## src/rtl/perm_seq_if.sv

```systemverilog
// perm_seq bus: NoC lane streams, lane-memory ports and round-engine handshake.
// master = the sequencer, slave = NoC source/sink, m55 banks and engine.
interface perm_seq_if #(
    parameter int DW = 64
);
    logic          pushin;
    logic          firstin;
    logic [DW-1:0] din;
    logic          stopin;
    logic [2:0]    lwx;
    logic [2:0]    lwy;
    logic          lwr;
    logic [DW-1:0] lwd;
    logic          rsel;
    logic [2:0]    rx;
    logic [2:0]    ry;
    logic [DW-1:0] rd;
    logic          rnd_go;
    logic [4:0]    rnd_num;
    logic          rnd_src;
    logic          rnd_done;
    logic          pushout;
    logic          firstout;
    logic [DW-1:0] dout;
    logic          stopout;

    modport master (
        input  pushin, firstin, din, rd,
        input  rnd_done, stopout,
        output stopin, lwx, lwy, lwr, lwd,
        output rsel, rx, ry,
        output rnd_go, rnd_num, rnd_src,
        output pushout, firstout, dout
    );

    modport slave (
        output pushin, firstin, din, rd,
        output rnd_done, stopout,
        input  stopin, lwx, lwy, lwr, lwd,
        input  rsel, rx, ry,
        input  rnd_go, rnd_num, rnd_src,
        input  pushout, firstout, dout
    );
endinterface

```

## src/rtl/perm_seq.sv

```systemverilog
// perm_seq: load 25 lanes, run ROUNDS ping-pong rounds, drain 25 lanes.
// Optional PERM_SEQ_PERF_EN adds perm_cnt / stall_cnt counters.
module perm_seq #(
    parameter int ROUNDS = 24,
    parameter int DW     = 64
) (
    input  logic        clk,
    input  logic        rst,
`ifdef PERM_SEQ_PERF_EN
    output logic [15:0] perm_cnt,
    output logic [15:0] stall_cnt,
`endif
    perm_seq_if.master  bus
);
    typedef enum logic [2:0] {
        IDLE,
        LOAD,
        RUN,
        WAIT,
        DRAIN
    } state_t;

    localparam logic [4:0] LAST_RND = 5'(ROUNDS - 1);

    state_t        state;
    state_t        state_nx;

    // Shared lane cursor: write position in LOAD, read position in DRAIN.
    logic [2:0]    cx;
    logic [2:0]    cy;
    logic [4:0]    rnum;
    logic          rsrc;
    logic          rsel_q;

    // Drain pipeline: read in flight, output register, skid register.
    logic          rdone;
    logic          pend;
    logic          ovalid;
    logic          svalid;
    logic [DW-1:0] obuf;
    logic [DW-1:0] sbuf;
    logic [4:0]    ocnt;

    logic          in_load;
    logic          wr_en;
    logic          cur_last;
    logic          out_xfer;
    logic          out_last;
    logic          issue;
    logic [1:0]    occ;

    assign in_load  = (state == IDLE) || (state == LOAD);
    assign wr_en    = in_load && bus.pushin &&
                      (bus.firstin || state == LOAD);
    assign cur_last = (cx == 3'd4) && (cy == 3'd4);
    assign out_xfer = (state == DRAIN) && ovalid && !bus.stopout;
    assign out_last = out_xfer && (ocnt == 5'd24);

    // Lanes held or in flight after this cycle's transfer; a new read
    // is only issued while one slot remains, so the skid never overflows.
    assign occ   = {1'b0, ovalid} + {1'b0, svalid} + {1'b0, pend}
                 - {1'b0, out_xfer};
    assign issue = (state == DRAIN) && !rdone && (occ <= 2'd1);

    // State register.
    always_ff @(posedge clk) begin
        if (!rst) state <= IDLE;
        else      state <= state_nx;
    end

    // Next-state decode.
    always_comb begin
        state_nx = state;
        unique case (state)
            IDLE:  if (wr_en) state_nx = LOAD;
            LOAD: begin
                if (wr_en && !bus.firstin && cur_last)
                    state_nx = RUN;
            end
            RUN:   state_nx = WAIT;
            WAIT: begin
                if (bus.rnd_done)
                    state_nx = (rnum == LAST_RND) ? DRAIN : RUN;
            end
            DRAIN: if (out_last) state_nx = IDLE;
            default: state_nx = IDLE;
        endcase
    end

    // Lane cursor, round index/source bank and drain bank select.
    always_ff @(posedge clk) begin
        if (!rst) begin
            cx     <= 3'd0;
            cy     <= 3'd0;
            rnum   <= 5'd0;
            rsrc   <= 1'b0;
            rsel_q <= 1'b0;
            rdone  <= 1'b0;
        end else begin
            unique case (state)
                IDLE, LOAD: begin
                    if (wr_en) begin
                        if (bus.firstin) begin
                            cx <= 3'd1;
                            cy <= 3'd0;
                        end else if (cur_last) begin
                            cx   <= 3'd0;
                            cy   <= 3'd0;
                            rnum <= 5'd0;
                            rsrc <= 1'b0;
                        end else if (cx == 3'd4) begin
                            cx <= 3'd0;
                            cy <= cy + 3'd1;
                        end else begin
                            cx <= cx + 3'd1;
                        end
                    end
                end
                WAIT: begin
                    if (bus.rnd_done) begin
                        if (rnum == LAST_RND) begin
                            rsel_q <= ~rsrc;
                            cx     <= 3'd0;
                            cy     <= 3'd0;
                            rdone  <= 1'b0;
                        end else begin
                            rnum <= rnum + 5'd1;
                            rsrc <= ~rsrc;
                        end
                    end
                end
                DRAIN: begin
                    if (issue) begin
                        if (cur_last) begin
                            cx    <= 3'd0;
                            cy    <= 3'd0;
                            rdone <= 1'b1;
                        end else if (cx == 3'd4) begin
                            cx <= 3'd0;
                            cy <= cy + 3'd1;
                        end else begin
                            cx <= cx + 3'd1;
                        end
                    end
                end
                default: ;
            endcase
        end
    end

    // Drain output/skid registers and transferred-lane count.
    always_ff @(posedge clk) begin
        if (!rst) begin
            pend   <= 1'b0;
            ovalid <= 1'b0;
            svalid <= 1'b0;
            obuf   <= '0;
            sbuf   <= '0;
            ocnt   <= 5'd0;
        end else if (state != DRAIN) begin
            pend   <= 1'b0;
            ovalid <= 1'b0;
            svalid <= 1'b0;
            ocnt   <= 5'd0;
        end else begin
            pend <= issue;
            if (!ovalid || out_xfer) begin
                if (svalid) begin
                    obuf   <= sbuf;
                    ovalid <= 1'b1;
                    svalid <= pend;
                    if (pend) sbuf <= bus.rd;
                end else begin
                    ovalid <= pend;
                    if (pend) obuf <= bus.rd;
                end
            end else if (pend) begin
                sbuf   <= bus.rd;
                svalid <= 1'b1;
            end
            if (out_xfer) ocnt <= ocnt + 5'd1;
        end
    end

    // Bus outputs decoded from state.
    always_comb begin
        bus.stopin   = 1'b0;
        bus.lwr      = 1'b0;
        bus.lwx      = 3'd0;
        bus.lwy      = 3'd0;
        bus.lwd      = '0;
        bus.rx       = 3'd0;
        bus.ry       = 3'd0;
        bus.rnd_go   = 1'b0;
        bus.pushout  = 1'b0;
        bus.firstout = 1'b0;
        bus.dout     = '0;
        bus.rsel     = rsel_q;
        bus.rnd_num  = rnum;
        bus.rnd_src  = rsrc;
        unique case (state)
            IDLE, LOAD: begin
                bus.lwr = wr_en;
                if (wr_en) begin
                    bus.lwd = bus.din;
                    if (!bus.firstin) begin
                        bus.lwx = cx;
                        bus.lwy = cy;
                    end
                end
            end
            RUN: begin
                bus.stopin = 1'b1;
                bus.rnd_go = 1'b1;
            end
            WAIT: bus.stopin = 1'b1;
            DRAIN: begin
                bus.stopin   = 1'b1;
                bus.rx       = cx;
                bus.ry       = cy;
                bus.pushout  = ovalid;
                bus.firstout = ovalid && (ocnt == 5'd0);
                if (ovalid) bus.dout = obuf;
            end
            default: ;
        endcase
    end

`ifdef PERM_SEQ_PERF_EN
    // Completed permutations and stalled output cycles, wrapping.
    always_ff @(posedge clk) begin
        if (!rst) begin
            perm_cnt  <= 16'd0;
            stall_cnt <= 16'd0;
        end else begin
            if (out_last)
                perm_cnt <= perm_cnt + 16'd1;
            if (state == DRAIN && ovalid && bus.stopout)
                stall_cnt <= stall_cnt + 16'd1;
        end
    end
`endif
endmodule

```

## src/flat_wrapper.sv

```systemverilog
// flat-port wrapper written by rule: the top's interface ports become plain ports
module perm_seq_flat 
#(
    parameter int ROUNDS = 24,
    parameter int DW     = 64
)
  (clk, rst, bus_pushin, bus_firstin, bus_din, bus_rd, bus_rnd_done, bus_stopout, bus_stopin, bus_lwx, bus_lwy, bus_lwr, bus_lwd, bus_rsel, bus_rx, bus_ry, bus_rnd_go, bus_rnd_num, bus_rnd_src, bus_pushout, bus_firstout, bus_dout);
  perm_seq_if #(.DW(DW)) bus_i ();
  input  logic clk;
  input  logic rst;
  input wire logic [$bits(bus_i.pushin)-1:0] bus_pushin;
  input wire logic [$bits(bus_i.firstin)-1:0] bus_firstin;
  input wire logic [$bits(bus_i.din)-1:0] bus_din;
  input wire logic [$bits(bus_i.rd)-1:0] bus_rd;
  input wire logic [$bits(bus_i.rnd_done)-1:0] bus_rnd_done;
  input wire logic [$bits(bus_i.stopout)-1:0] bus_stopout;
  output wire logic [$bits(bus_i.stopin)-1:0] bus_stopin;
  output wire logic [$bits(bus_i.lwx)-1:0] bus_lwx;
  output wire logic [$bits(bus_i.lwy)-1:0] bus_lwy;
  output wire logic [$bits(bus_i.lwr)-1:0] bus_lwr;
  output wire logic [$bits(bus_i.lwd)-1:0] bus_lwd;
  output wire logic [$bits(bus_i.rsel)-1:0] bus_rsel;
  output wire logic [$bits(bus_i.rx)-1:0] bus_rx;
  output wire logic [$bits(bus_i.ry)-1:0] bus_ry;
  output wire logic [$bits(bus_i.rnd_go)-1:0] bus_rnd_go;
  output wire logic [$bits(bus_i.rnd_num)-1:0] bus_rnd_num;
  output wire logic [$bits(bus_i.rnd_src)-1:0] bus_rnd_src;
  output wire logic [$bits(bus_i.pushout)-1:0] bus_pushout;
  output wire logic [$bits(bus_i.firstout)-1:0] bus_firstout;
  output wire logic [$bits(bus_i.dout)-1:0] bus_dout;
  assign bus_i.pushin = bus_pushin;
  assign bus_i.firstin = bus_firstin;
  assign bus_i.din = bus_din;
  assign bus_i.rd = bus_rd;
  assign bus_i.rnd_done = bus_rnd_done;
  assign bus_i.stopout = bus_stopout;
  assign bus_stopin = bus_i.stopin;
  assign bus_lwx = bus_i.lwx;
  assign bus_lwy = bus_i.lwy;
  assign bus_lwr = bus_i.lwr;
  assign bus_lwd = bus_i.lwd;
  assign bus_rsel = bus_i.rsel;
  assign bus_rx = bus_i.rx;
  assign bus_ry = bus_i.ry;
  assign bus_rnd_go = bus_i.rnd_go;
  assign bus_rnd_num = bus_i.rnd_num;
  assign bus_rnd_src = bus_i.rnd_src;
  assign bus_pushout = bus_i.pushout;
  assign bus_firstout = bus_i.firstout;
  assign bus_dout = bus_i.dout;
  perm_seq #(.ROUNDS(ROUNDS), .DW(DW)) u_core (.clk(clk), .rst(rst), .bus(bus_i));
endmodule
```

## config.mk

```make
export PLATFORM = sky130hd
export DESIGN_NAME = perm_seq_flat
export DESIGN_NICKNAME = d
export VERILOG_FILES = /design/src/rtl/perm_seq_if.sv /design/src/rtl/perm_seq.sv /design/src/flat_wrapper.sv
export SDC_FILE = /design/constraint.sdc
export NUM_CORES = 1
export LEC_CHECK = 0
export BUFFER_PORTS_ARGS = -buffer_cell sky130_fd_sc_hd__buf_2
export CORE_AREA = 4 4 135 137
export DETAILED_ROUTE_END_ITERATION = 7
export DIE_AREA = 0 0 139 141
export PLACE_DENSITY_LB_ADDON = 0.05
export SETUP_SLACK_MARGIN = 0.05
export SKIP_CTS_REPAIR_TIMING = 1
export SLEW_MARGIN = 10
export SYNTH_ARGS = -nofsm -noshare
export SYNTH_HDL_FRONTEND = slang
export SYNTH_SLANG_ARGS = --single-unit
```

## constraint.sdc

```tcl
create_clock -name clk -period 3 [get_ports clk]
set_input_delay 0.45 -clock clk [delete_from_list [all_inputs] [get_ports clk]]
set_output_delay 0.45 -clock clk [all_outputs]
set_load 0.02 [all_outputs]
```

Word-level counts from Yosys, hierarchy flattened
Index checks and enable logic that the tools add are counted.
Storage, ports and cells
  flip-flop bits (word level): 153
  input port bits: 134
  output and inout bits: 152
  word-level logic and storage cells: 143
Cells by class
  add/subtract/negate cells: 7
  $lt $le $gt $ge: 1
  equal/unequal tests: 21
  muxes and demuxes: 63
  bitwise operators: 3
  reductions and logical operators: 35
Operators by type and width (number)
  two-way mux 64 bit: 9
  two-way mux 3 bit: 25
  two-way mux 5 bit: 5
  two-way mux 1 bit: 18
  case mux 3 bit (3 select lines): 2
  inequality test 2 x 1 -> 1 bit, second input constant: 8
  case mux 3 bit (5 select lines): 1
  logical AND 1 bit: 11
  adder 5 x 1 -> 5 bit, second input constant: 2
  == test 5 bit, second input constant: 2
  case mux 5 bit (2 select lines): 1
  AND reduction 5 bit: 2
  == test 3 bit, second input constant: 3
  inequality test 2 bit, second input constant: 4
  nonzero test 2 bit: 4
  adder 3 x 1 -> 3 bit, second input constant: 2
  == test 3 x 2 -> 1 bit, second input constant: 2
  AND reduction 3 bit: 2
  AND reduction 6 bit: 1
  logical NOT 5 bit: 1
  logical NOT 1 bit: 4
  case mux 1 bit (2 select lines): 2
  AND reduction 4 bit: 1
  OR reduction 2 bit: 2
  other kinds (12): 16

Logic depth before layout (Yosys ltp)
  word-level depth: 8
  depth in mapped cells: 13
  mapped depth without buffers: 11

Worst setup path before layout
Ideal clock, no wire load.
  path kind: register to register
  start point: reg u_core.state[1]
  end point: reg u_core.cy[1]
  setup time: 117 ps
  data arrival time: 2891 ps
  data required time: 2883 ps
  slack: -8 ps
  stages on the path, launching flop included: 14
  buffers on the path: 2
  period minus slack after synthesis: 3008 ps
  cells stage by stage: dfxtp_1 -> clkbuf_8 -> and4bb_2 -> nor2b_1 -> buf_2 -> inv_1 -> ha_1 -> inv_1 -> ha_1 -> a21oi_1 -> mux2i_1 -> a221oi_4 -> a41o_1 -> a22o_1
On the way
  cells in the longest elaborated chain, start to end: 8
  elaborated cells on any way between the ends: 22
  classes of those cells: add/sub (1); order compare (1); eq/ne (7); mux (1); reduce/logical (12)
Ends and longest elaborated chain
  start, declared: RTL line perm_seq.sv:25  | state_t state;
  start signal, assigned: RTL line perm_seq.sv:68  | else state <= state_nx;
  == test 3 bit: RTL line perm_seq.sv:56  | assign out_xfer = (state == DRAIN) && ovalid && !bus.stopout;
  logical AND 1 bit (2 in series): RTL line perm_seq.sv:56
  named net u_core.out_xfer: RTL line perm_seq.sv:47  | logic out_xfer;
  subtractor 2 x 1 -> 2 bit: RTL line perm_seq.sv:62  | - {1'b0, out_xfer};
  less-or-equal comparator 2 x 1 -> 1 bit: RTL line perm_seq.sv:63  | assign issue = (state == DRAIN) && !rdone && (occ <= 2'd1);
  logical AND 1 bit: RTL line perm_seq.sv:63
  inequality test 2 x 1 -> 1 bit (no source line)
  AND reduction 5 bit (no source line)
  end signal, assigned: RTL line perm_seq.sv:113  | cy <= cy + 3'd1;
  end signal, assigned: RTL line perm_seq.sv:140  | cy <= cy + 3'd1;
  end, declared: RTL line perm_seq.sv:30  | logic [2:0] cy;
The timed path passes the listed nets, and every way through them passes these cells.
A chain may end at the register's enable or synchronous reset.

Worst setup path in the final report
  start point: reg u_core.ovalid
  end point: reg u_core.cy[1]
On the way
  cells in the longest elaborated chain, start to end: 7
  elaborated cells on any way between the ends: 9
  classes of those cells: add/sub (3); order compare (1); eq/ne (1); reduce/logical (4)
Ends and longest elaborated chain
  start, declared: RTL line perm_seq.sv:38  | logic ovalid;
  start signal, assigned: RTL line perm_seq.sv:174  | ovalid <= pend;
  adder 1 x 1 -> 2 bit or logical AND 1 bit (tied branches): RTL line perm_seq.sv:61, perm_seq.sv:56
  adder 2 x 1 -> 2 bit or logical AND 1 bit (tied branches): RTL line perm_seq.sv:61, perm_seq.sv:56
  subtractor 2 x 1 -> 2 bit (*): RTL line perm_seq.sv:62
  less-or-equal comparator 2 x 1 -> 1 bit (*): RTL line perm_seq.sv:63
  logical AND 1 bit (*): RTL line perm_seq.sv:63
  inequality test 2 x 1 -> 1 bit (no source line) (*)
  AND reduction 5 bit (no source line) (*)
Mark *: on every way between the ends. The rest lies on a longest branch, timed or not.

==> out/metrics.csv <==
stage,metric,value,unit
global_routing,grt_first_pass_wirelength,34.0,mm
yosys,synth_warnings,0,
routing,vias,6898,
power_and_ir_drop,ir_drop,0.000382,V
global_routing,grt_antenna_before_repair,2,
placement,dp_hpwl,14.8,mm
critical_path,cp-start-kind,register,
timing,rsz0062_at_grt,no,
critical_path,crit_path_max_fanout,9,
yosys,async_reset_ff_frac,0,
floorplanning,dieHeight,141,um
floorplanning,start_util,0.439,
cells_and_area,mostFrequentLayoutCells,"buf_2, dfxtp_1, and2_1, nand2_1, nor2_1",
yosys,ys_types,58,
placement,gp_congestion,0.891,
placement,numPortBuffers,285,
power_and_ir_drop,power.total,0.00472,W
critical_path,rrSetupSlack,0.25,ns
flow_run,cap_violations,0,
power_and_ir_drop,p_leak,4.04,nW
floorplanning,pin_count,286,
floorplanning,dieArea,19600,um^2
outcome,outcome,"complete, no violations",
global_routing,track_usage,0.212,
yosys,syn_avg_cell_area,8.32,um^2
critical_path,cp_slowest_cell,dfxtp_1,
yosys,synth.net_count,1045,
floorplanning,die_w,139,um
global_routing,grt_max_degree,105,
critical_path,startpoint,u_core.ovalid$_SDFFE_PP0N_,
critical_path,cp-end-kind,register,
timing,setup_viol,0,
critical_path,r2r-end,u_core.cy[1]$_SDFFE_PN0P_,
timing,tightest_slew,0.916,ns
floorplanning,rows,48,
routing,via_per_inst,4.97,
cells_and_area,drive_above_1_share,0.306,
yosys,synthCells,901,
critical_path,critPathMaxStageDelay,0.39,ns
timing,drv_slew,0,
yosys,synth-edff-count,0,
critical_path,required,3.31,ns
cts,cts_buffer_depth,2,
floorplanning,core_area,17100,um^2
cells_and_area,mostFrequentLayoutCell,buf_2,
yosys,synth-seq-cells,153,
critical_path,r2r_start,u_core.ovalid$_SDFFE_PP0N_,
timing,finalCritPeriodShare,0.917,
worst_hold_path,worst_hold_path_type,primary input to register,
placement,dpl_worst_slack,0.249,ns
critical_path,ff2ff_path_depth,11,
cts,tritoncts,yes,
critical_path,path_cells,"and4bb_2, nor2b_1, inv_1, ha_1, inv_1, ha_1, a21oi_2, mux2i_2, a221oi_4, a41o_1, a22o_1",
routing,drc,0,
timing,fin_skew,0.00896,ns
global_routing,grt_pass1_vias,6421,
routing,ant_nets,0,
cts,insertion_delay,0.42,ns
critical_path,critPathCapture,u_core.cy[1]$_SDFFE_PN0P_,
cells_and_area,layout.nets,1295,
routing,firstDrtPassIters,5,
yosys,synth_area,7490,um^2
timing,hold_viol,0,
cells_and_area,antenna_cells,0,
critical_path,critPathArrivalTime,3.06,ns
cts,cts_sinks,153,
cells_and_area,multiInputGateArea,4040,um^2
timing,fin_setup_tns,0,ns
cts,clkTransAtPathRegs,0.06,ns
yosys,synth_seq_area_share,0.409,
cells_and_area,syn_to_final_growth,28.8,%
routing,totalWireLength,21.4,mm
cells_and_area,regArea,3070,um^2
timing,fin_ws,0.249,ns
timing,maxSlewHeadroom,0.389,
timing,max_freq,0.363,GHz
routing,wl_per_cell,15.4,um
cells_and_area,fillers,1685,
timing,timing.final.crit_period,2.75,ns
routing,drt_iter0_markers,347,
critical_path,crit_type,register to register,
cts,cts_max_level,4,
global_routing,grt_overflow,0,
cts,cts-root-buf,clkbuf_16,
cts,cts_buffers,17,
power_and_ir_drop,p_per_area,489,nW/um^2
yosys,synth_ff_type,dfxtp_1,
## layout make-up
type                       count  share of cell area
multi-input combinational    664               0.418
sequential                   153               0.318
inverter                      12             0.00493
timing repair buffer         303               0.164
clock inverter                12              0.0170
clock buffer                  20              0.0484
tap                          225              0.0292
## registers in the layout (all words and copies together), names as in the netlist, 3 cells and up
signal	count
u_core.obuf	64
u_core.sbuf	64
u_core.bus.rnd_num	5
u_core.ocnt	5
u_core.cx	3
u_core.cy	3
u_core.state	3
## cell families (layout without fill, tap and decap cells)
| logic type | after synthesis | after routing | synth area share |
|---|---|---|---|
| multiplexers | 70 | 70 | 0.0938 |
| buffers and inverters | 84 | 347 | 0.0554 |
| XOR/XNOR | 4 | 4 | 0.00468 |
| AND/OR/NAND/NOR | 408 | 408 | 0.269 |
| AO/OA/AOI/OAI | 172 | 172 | 0.151 |
| adder cells (fa/ha/maj) | 10 | 10 | 0.0167 |
| flip-flops | 153 | 153 | 0.409 |
## routing by layer
layer,part of all wire,wire length (um),GRT usage,up-vias
li1,-,-,-,3556
met1,0.49,10400,0.304,3140
met2,0.44,9460,0.321,182
met3,0.062,1330,0.0577,16
met4,0.0069,148,0.0463,4
met5,0.00098,21,0,-
## worst min path at each step
stage	from	endpoint	slack, ns	cells past startpoint
after global routing	bus_rd[24]	u_core.sbuf[24]$_SDFFE_PN0P_	0.26	3
after CTS	bus_rd[50]	u_core.sbuf[50]$_SDFFE_PN0P_	0.25	3
after floorplan	u_core.sbuf[0]$_SDFFE_PN0P_	u_core.sbuf[0]$_SDFFE_PN0P_	0.44	2
after global placement	u_core.sbuf[46]$_SDFFE_PN0P_	u_core.sbuf[46]$_SDFFE_PN0P_	0.44	2
after detailed placement	u_core.sbuf[44]$_SDFFE_PN0P_	u_core.sbuf[44]$_SDFFE_PN0P_	0.45	2
final	bus_rd[1]	u_core.sbuf[1]$_SDFFE_PN0P_	0.27	3
## through the flow
stage / std cells / utilization / hold slack, ns / cell area [um^2]
after global routing: 1389 / 0.566 / 0.263 / 9650
final: 1389 / 0.566 / 0.273 / 9650
after floorplan: 901 / - / 0.436 / 7500
after CTS: 1388 / 0.565 / 0.250 / 9640
after global placement: 1356 / 0.528 / 0.441 / 9010
after detailed placement: 1356 / 0.528 / 0.447 / 9010
## critical path: cells and delay by family, from the launching register on
family | cells | cell delay (ns)
fa+ha+maj | 2 | 0.56
simple gates | 2 | 0.42
compound gates | 4 | 0.83
buf+inv | 2 | 0.10
flops | 1 | 0.39
mux | 1 | 0.35
## Yosys cell counts, drive strengths merged, types with 2 or more instances
library cell	n	area (um^2)
and3	4	26.3
nor3b	2	26.3
nand4	3	18.8
a211oi	65	493
mux2i	68	681
nand3	7	35.0
nor2b	5	38.8
xor2	3	26.3
nand2	138	518
o211ai	2	15.0
nor2	94	355
o31ai	2	15.0
nor3	5	30.0
a41o	3	30.0
a311oi	3	26.3
ha	10	125
buf	33	183
and4bb	2	25.0
a21oi	73	365
dfxtp	153	3060
inv	12	45.0
nand4b	2	17.5
and2	138	863
mux2	2	22.5
clkbuf	39	188
a41oi	2	17.5
o21ai	11	55.1
## report_power, final
part | leakage, nW | switching, W | internal, W
sequential | 1.23 | 0.00000306 | 0.00203
clock | 0.296 | 0.000878 | 0.00139
combinational | 2.51 | 0.000247 | 0.000170
total | 4.04 | 0.00113 | 0.00359
No activity file was read; power rests on OpenSTA's default activity.
